`src/rtl/exec_alu.sv`:
```
// exec_alu: single-cycle ALU behind a two-entry valid/ready buffer.
// The buffer has an output register (OUT) and a skid register (SKID).
// in_ready comes straight from a flop, so out_ready never reaches it combinationally.
// Each stored entry is packed as {illegal, overflow, zero, result}.
module exec_alu #(
    parameter int WIDTH = 32
) (
    input  logic             clk,
    input  logic             rst_n,
    input  logic             in_valid,
    output logic             in_ready,
    input  logic [2:0]       select,
    input  logic [WIDTH-1:0] a,
    input  logic [WIDTH-1:0] b,
    output logic             out_valid,
    input  logic             out_ready,
    output logic [WIDTH-1:0] result,
    output logic             zero,
    output logic             overflow,
    output logic             illegal
);

    localparam logic [2:0] OP_AND = 3'b000;
    localparam logic [2:0] OP_OR  = 3'b001;
    localparam logic [2:0] OP_ADD = 3'b010;
    localparam logic [2:0] OP_SUB = 3'b110;
    localparam logic [2:0] OP_SLT = 3'b111;

    // The encoding 2'b11 is never entered on purpose; the FSM default branch returns it to EMPTY.
    typedef enum logic [1:0] {
        EMPTY = 2'b00,
        ONE   = 2'b01,
        FULL  = 2'b10
    } state_t;

    state_t           state_q;
    logic             inReady_q;
    logic             outValid_q;
    logic [WIDTH+2:0] out_q;
    logic [WIDTH+2:0] skid_q;

    logic [WIDTH-1:0] sum;
    logic [WIDTH-1:0] diff;
    logic [WIDTH-1:0] aluResult_d;
    logic             aluOverflow_d;
    logic             aluIllegal_d;
    logic [WIDTH+2:0] aluEntry_d;

    logic             accept;
    logic             drain;

    assign accept = in_valid && inReady_q;
    assign drain  = outValid_q && out_ready;

    // Evaluate the operation on the current inputs.
    // slt uses a true signed comparison, so it is not affected by wrap-around in the subtractor.
    always_comb begin
        sum           = a + b;
        diff          = a - b;
        aluResult_d   = '0;
        aluOverflow_d = 1'b0;
        aluIllegal_d  = 1'b0;
        case (select)
            OP_ADD: begin
                aluResult_d   = sum;
                aluOverflow_d = (a[WIDTH-1] == b[WIDTH-1]) && (sum[WIDTH-1] != a[WIDTH-1]);
            end
            OP_SUB: begin
                aluResult_d   = diff;
                aluOverflow_d = (a[WIDTH-1] != b[WIDTH-1]) && (diff[WIDTH-1] != a[WIDTH-1]);
            end
            OP_AND: aluResult_d = a & b;
            OP_OR:  aluResult_d = a | b;
            OP_SLT: aluResult_d[0] = $signed(a) < $signed(b);
            default: aluIllegal_d = 1'b1;
        endcase
        aluEntry_d = {aluIllegal_d, aluOverflow_d, (aluResult_d == '0), aluResult_d};
    end

    // Buffer FSM: tracks occupancy and moves entries between the ALU, SKID and OUT.
    // in_ready is driven from the next occupancy, so it is 0 exactly while the buffer is FULL.
    always_ff @(posedge clk or negedge rst_n) begin
        if (!rst_n) begin
            state_q    <= EMPTY;
            inReady_q  <= 1'b0;
            outValid_q <= 1'b0;
            out_q      <= '0;
            skid_q     <= '0;
        end else begin
            case (state_q)
                EMPTY: begin
                    inReady_q <= 1'b1;
                    if (accept) begin
                        out_q      <= aluEntry_d;
                        outValid_q <= 1'b1;
                        state_q    <= ONE;
                    end
                end
                ONE: begin
                    inReady_q <= 1'b1;
                    if (accept && !drain) begin
                        skid_q    <= aluEntry_d;
                        inReady_q <= 1'b0;
                        state_q   <= FULL;
                    end else if (accept) begin
                        out_q <= aluEntry_d;
                    end else if (drain) begin
                        outValid_q <= 1'b0;
                        state_q    <= EMPTY;
                    end
                end
                FULL: begin
                    if (drain) begin
                        out_q     <= skid_q;
                        inReady_q <= 1'b1;
                        state_q   <= ONE;
                    end
                end
                default: begin
                    outValid_q <= 1'b0;
                    inReady_q  <= 1'b1;
                    state_q    <= EMPTY;
                end
            endcase
        end
    end

    assign in_ready  = inReady_q;
    assign out_valid = outValid_q;
    assign result    = out_q[WIDTH-1:0];
    assign zero      = out_q[WIDTH];
    assign overflow  = out_q[WIDTH+1];
    assign illegal   = out_q[WIDTH+2];

endmodule

```
`config.mk`:
```
export PLATFORM = sky130hd
export DESIGN_NAME = exec_alu
export DESIGN_NICKNAME = d
export VERILOG_FILES = /design/src/rtl/exec_alu.sv
export SDC_FILE = /design/constraint.sdc
export NUM_CORES = 1
export LEC_CHECK = 0
export BUFFER_PORTS_ARGS = -buffer_cell sky130_fd_sc_hd__buf_2
export CAP_MARGIN = 10
export CORE_UTILIZATION = 25
export CTS_BUF_LIST = sky130_fd_sc_hd__clkbuf_16
export CTS_CLUSTER_SIZE = 20
export DETAILED_ROUTE_END_ITERATION = 10
export GPL_ROUTABILITY_DRIVEN = 0
export PLACE_DENSITY = 0.5
export SETUP_SLACK_MARGIN = 0.4
export SLEW_MARGIN = 10
export SYNTH_ARGS = -nofsm -noshare
export SYNTH_HDL_FRONTEND = slang
export SYNTH_SLANG_ARGS = --single-unit
```
`constraint.sdc`:
```
create_clock -name clk -period 3.2 [get_ports clk]
set_input_delay 0.16 -clock clk [delete_from_list [all_inputs] [get_ports clk]]
set_output_delay 0.16 -clock clk [all_outputs]
set_load 0.005 [all_outputs]
```
After elaboration in Yosys (flattened, before gate mapping)
Index checks and enable logic that the tools add are counted.

Output and inout port bits: 37. Bits of input ports: 71. Bits in registers: 74. Logic and storage cells: 65.

$lt $le $gt $ge: 1. $add $sub $neg: 2. Reduce and logical (&&, ||, !) cells: 15. Bitwise gates (word level): 3. Multiplexer cells: 22. Equal/unequal tests: 17.

Operators with widths (count): $pmux W31 S4 (1); $mux W35 (3); $pmux W35 S3 (1); $add A32 B32 Y32 (1); $and A32 B32 Y32 (1); $logic_not A32 Y1 (1); $lt A32 B32 Y1 (1); $or A32 B32 Y32 (1); $sub A32 B32 Y32 (1); $mux W2 (5); $ne A2 B2 Y1 const B (5); $mux W1 (7); $eq A3 B3 Y1 const B (2); $ne A3 B3 Y1 const B (2); $pmux W2 S3 (1); $logic_and A1 B1 Y1 (5); $pmux W1 S5 (1); $reduce_and A5 Y1 (1); $reduce_or A5 Y1 (1); $pmux W1 S2 (2); $reduce_and A4 Y1 (1); $eq A3 B1 Y1 const B (1); $eq A3 B2 Y1 const B (1); $logic_not A3 Y1 (1); other kinds (11) (13).

Logic depth before layout (Yosys ltp)
Word-level depth: 7. Gate-level depth with buffers: 16. Mapped depth without buffers: 16.

Worst setup path after synthesis
Ideal clock, no wire load.

Kind: input to register. From: input port b[4]. To: register out_q[32]. Setup time: 0.086 ns. Buffers on the path: 1. Arrival: 3.539 ns. Data required time: 3.114 ns. Cell stages on the path: 15. Slack: -0.425 ns. Cells stage by stage: inv_1 > ha_1 > buf_6 > nor2_1 > a211oi_1 > nand2_1 > a311o_1 > mux2i_1 > nor3_2 > or4b_1 > or4_1 > nor4_1 > nand3_1 > or4_4 > o221ai_2.

Word-level cells in the longest chain between the ends: 6. Elaborated cells between the ends (all ways): 11. Classes of those cells: 2 x add/sub; 1 x order compare; 5 x mux; 2 x bitwise; 1 x reduce/logical.

RTL lines: start: declaration (RTL line 14) `input logic [WIDTH-1:0] b,`; $sub A32 B32 Y32, or another cell as far along (RTL line 59) `diff = a - b;`; $pmux W31 S4 or $pmux W1 S5 (tied branches) (RTL line 63) `case (select)`; $logic_not A32 Y1 (*) (RTL line 77) `aluEntry_d = {aluIllegal_d, aluOverflow_d, (aluResult_d == '0), aluResult_d};`; $mux W35 (*) (RTL line 93, 105); $mux W35 (RTL line 101) `if (accept && !drain) begin`; $pmux W35 S3 (*) (RTL line 90) `case (state_q)`; end signal: assignment (RTL line 94) `out_q <= aluEntry_d;`; end signal: assignment (RTL line 106) `out_q <= aluEntry_d;`; end signal: assignment (RTL line 114) `out_q <= skid_q;`; end: declaration (RTL line 39) `logic [WIDTH+2:0] out_q;`.

Every way passes the cells marked *; elsewhere a longest branch is shown, timed or not. The select of a mux whose other input is x is not followed. A chain may end at the register's enable or synchronous reset.

Worst setup path after layout
From: input port b[0]. To: register out_q[32].

Word-level cells in the longest chain between the ends: 6. Elaborated cells between the ends (all ways): 11. Classes of those cells: 2 x add/sub; 1 x order compare; 5 x mux; 2 x bitwise; 1 x reduce/logical.

RTL lines (RTL line): $sub A32 B32 Y32, or another cell as far along (59); $pmux W1 S5 or $pmux W31 S4 (tied branches) (63); $logic_not A32 Y1 (*) (77); $mux W35 (*) (93, 105); $mux W35 (101); $pmux W35 S3 (*) (90).

Marked as above.

==> impl_metrics.yaml <==
synthesis:
  ys_seq_area_frac: 0.218
  yosys-top-cells-count: "110 x a21oi_1, 104 x inv_1, 103 x nor2_1"
  synth_area_leaders: "dfrtp_1 22%, ha_1 15%, a21oi_1 6.5%"
  ys_ff_latch: 74
  synth_cell_type_count: 81
  synth_most_common_cell: "a21oi_1"
  yosysWarnings: 0
  synthArstFlopShare: 1.00
  synth-main-ff-cell: "dfrtp_1"
  synth_top_area_share: 0.218
  yosysTopAreaCell: "dfrtp_1"
  syn_area_um2: 8490
  syn_avg_cell_area_um2: 7.73
  syn-num-nets: 1273
  synth_edf_count: 0
  syn_inst: 1098
status:
  violations: "negative hold slack, negative setup slack"
  status: "finished, violations left"
sta:
  rsz0062_at_grt: "true"
  whs_ns: -0.0301
  slew_viol_final: 0
  slew_headroom: 0.280
  finalClockSkew_ns: 0.00325
  hold_violations: 39
  worst_slew_pin_slew_ns: 1.08
  setup_tns_ns: -2.16
  fin_crit_sh: 1.14
  fmax_mhz: 274
  setup_viol: 6
  timing.final.ws_setup_ns: -0.446
  final.min_clock_period_ns: 3.65
detailed_routing:
  ant_nets: 0
  top_layer_used: "met4"
  drtIter0Drc: 788
  first_pass_iters: 6
  via_count: 9897
  wl_met1_um: 15300
  drc: 0
  viasPerCell: 4.97
  met2_length_um: 15100
  routedWlPerCell_um: 16.7
  routed_wl_um: 33200
  dr_wl_met3_um: 2060
clock_network:
  clkTransAtPathRegs_ns: 0.05
  cts_sinks: 74
  cts_tree: "yes"
  cts_buffers: 9
  clockBufferDepth: 2
  clk_latency_ns: 0.33
  htree_levels: 3
  root_buffer: "clkbuf_16"
floorplanning:
  std_cell_rows: 67
  start_util: 0.254
  die_width_um: 186
  io_pins: 108
  core_area_um2: 33400
  dieArea_um2: 34700
  die-height_um: 186
global_routing:
  grt_use_total: 0.190
  grt_pass1_wl_um: 52000
  grt_max_degree: 75
  grt_pass1_vias: 9754
  grt_remaining_overflow: 0
  antenna_found_initial: 0
critical_path:
  r2r_cells: 6
  crit_fanout: 4
  end_kind: "register"
  worstSetupPathType: "in2reg"
  cp-start-kind: "input port"
  r2r_setup_slack_ns: 1.04
  crit_required_ns: 3.45
  crit_arrival_ns: 3.89
power_and_ir_drop:
  p_leak_nw: 6.45
  max-vdd-ir-drop_mv: 0.490
  fin_total_pwr_w: 0.00588
  p_per_area_nw_per_um2: 430
layout:
  layout-drive-gt1-share: 0.454
  nets: 1717
  antenna_cells: 0
  area_delta_synth_final_pct: 60.9
placed_design:
  portBuffers: 107
  dp_slack_ns: -0.824
  dp_hpwl_um: 26200
hold_path:
  hold_class: "in2async"
job:
  drv_cap: 0
power breakdown:
group	internal [W]	leakage, nW	switching, W
Combinational	0.00168	5.40	0.00172
Clock	0.000500	0.134	0.000337
Sequential	0.00138	0.908	0.000262
registers in the layout, summed over array words and instances (netlist names):
signal     flops
out_q         35
in_ready       1
state_q        2
skid_q        35
out_valid      1
cells in the final DEF (no fill, tap or decap), drive strengths merged, types with 22 or more instances in the layout:
cell / count
o21ai: 73
buf: 497
mux2: 34
inv: 109
o22ai: 25
nand3: 30
o31ai: 22
a21oi: 110
dfrtp: 74
nor2: 103
xnor2: 23
nand2: 83
mux2i: 24
ha: 102
layout make-up:
type / count / area [um^2]
clock inverter: 5 / 18.8
timing repair buffer: 497 / 3680
fill: 3433 / 19800
inverter: 106 / 415
multi-input combinational: 854 / 6910
clock buffer: 9 / 225
sequential: 74 / 1850
tap: 448 / 561
per-layer routing:
layer / vias up / track usage
li1: 4839 / -
met1: 4667 / 0.263
met2: 335 / 0.310
met3: 56 / 0.0236
met4: 0 / 0.0511
met5: - / 0
worst paths after layout:
kind                                    to       start
worst max-delay path             out_q[32]        b[0]
worst min-delay path              out_q[2]       rst_n
max in group asynchronous        out_q[21]       rst_n
worst min register to register  skid_q[34]  skid_q[34]
worst max register to register    out_q[0]  state_q[1]
min in group clk                state_q[1]   out_ready
through the flow:
step           cell area, um^2  utilization  cells
6_report                 13700        0.408   1993
5_1_grt                  13700        0.408   1993
4_1_cts                  13000        0.388   1981
3_5_place_dp             12000        0.358   1930
3_3_place_gp             12000        0.358   1930
2_1_floorplan             8580            -   1098
logic make-up (layout without fill, tap and decap cells):
logic type      count (synthesis)  in the layout  synth area share
compound gates                354            354             0.272
xor+xnor                       24             24            0.0248
fa+ha+maj                     104            104             0.155
buf+inv                       170            617            0.0809
flops                          74             74             0.218
mux                            59             59            0.0760
simple gates                  313            313             0.173
critical path: stages:
cell and delay (ns):
buf_8 0.10, buf_6 0.11, ha_4 0.16, fa_2 0.36, a211oi_2 0.24, o21ai_2 0.14, buf_4 0.16, buf_6 0.11
o311ai_4 0.31, a21oi_2 0.13, nand2b_4 0.16, a221oi_2 0.24, xnor2_1 0.10, a221o_1 0.38, nor4_1 0.30, nand3_1 0.14
or4_4 0.44, o221ai_2 0.14
timing repair:
item | CTS | global route
gates resized for setup | 100 | 125
hold endpoints to repair | 0 | 0
pin swaps | 40 | 50
endpoints found under the setup margin | 34 | 33
buffers inserted | 37 | 12
hold buffers | 0 | 0
Power figures use the tool's default switching activity.
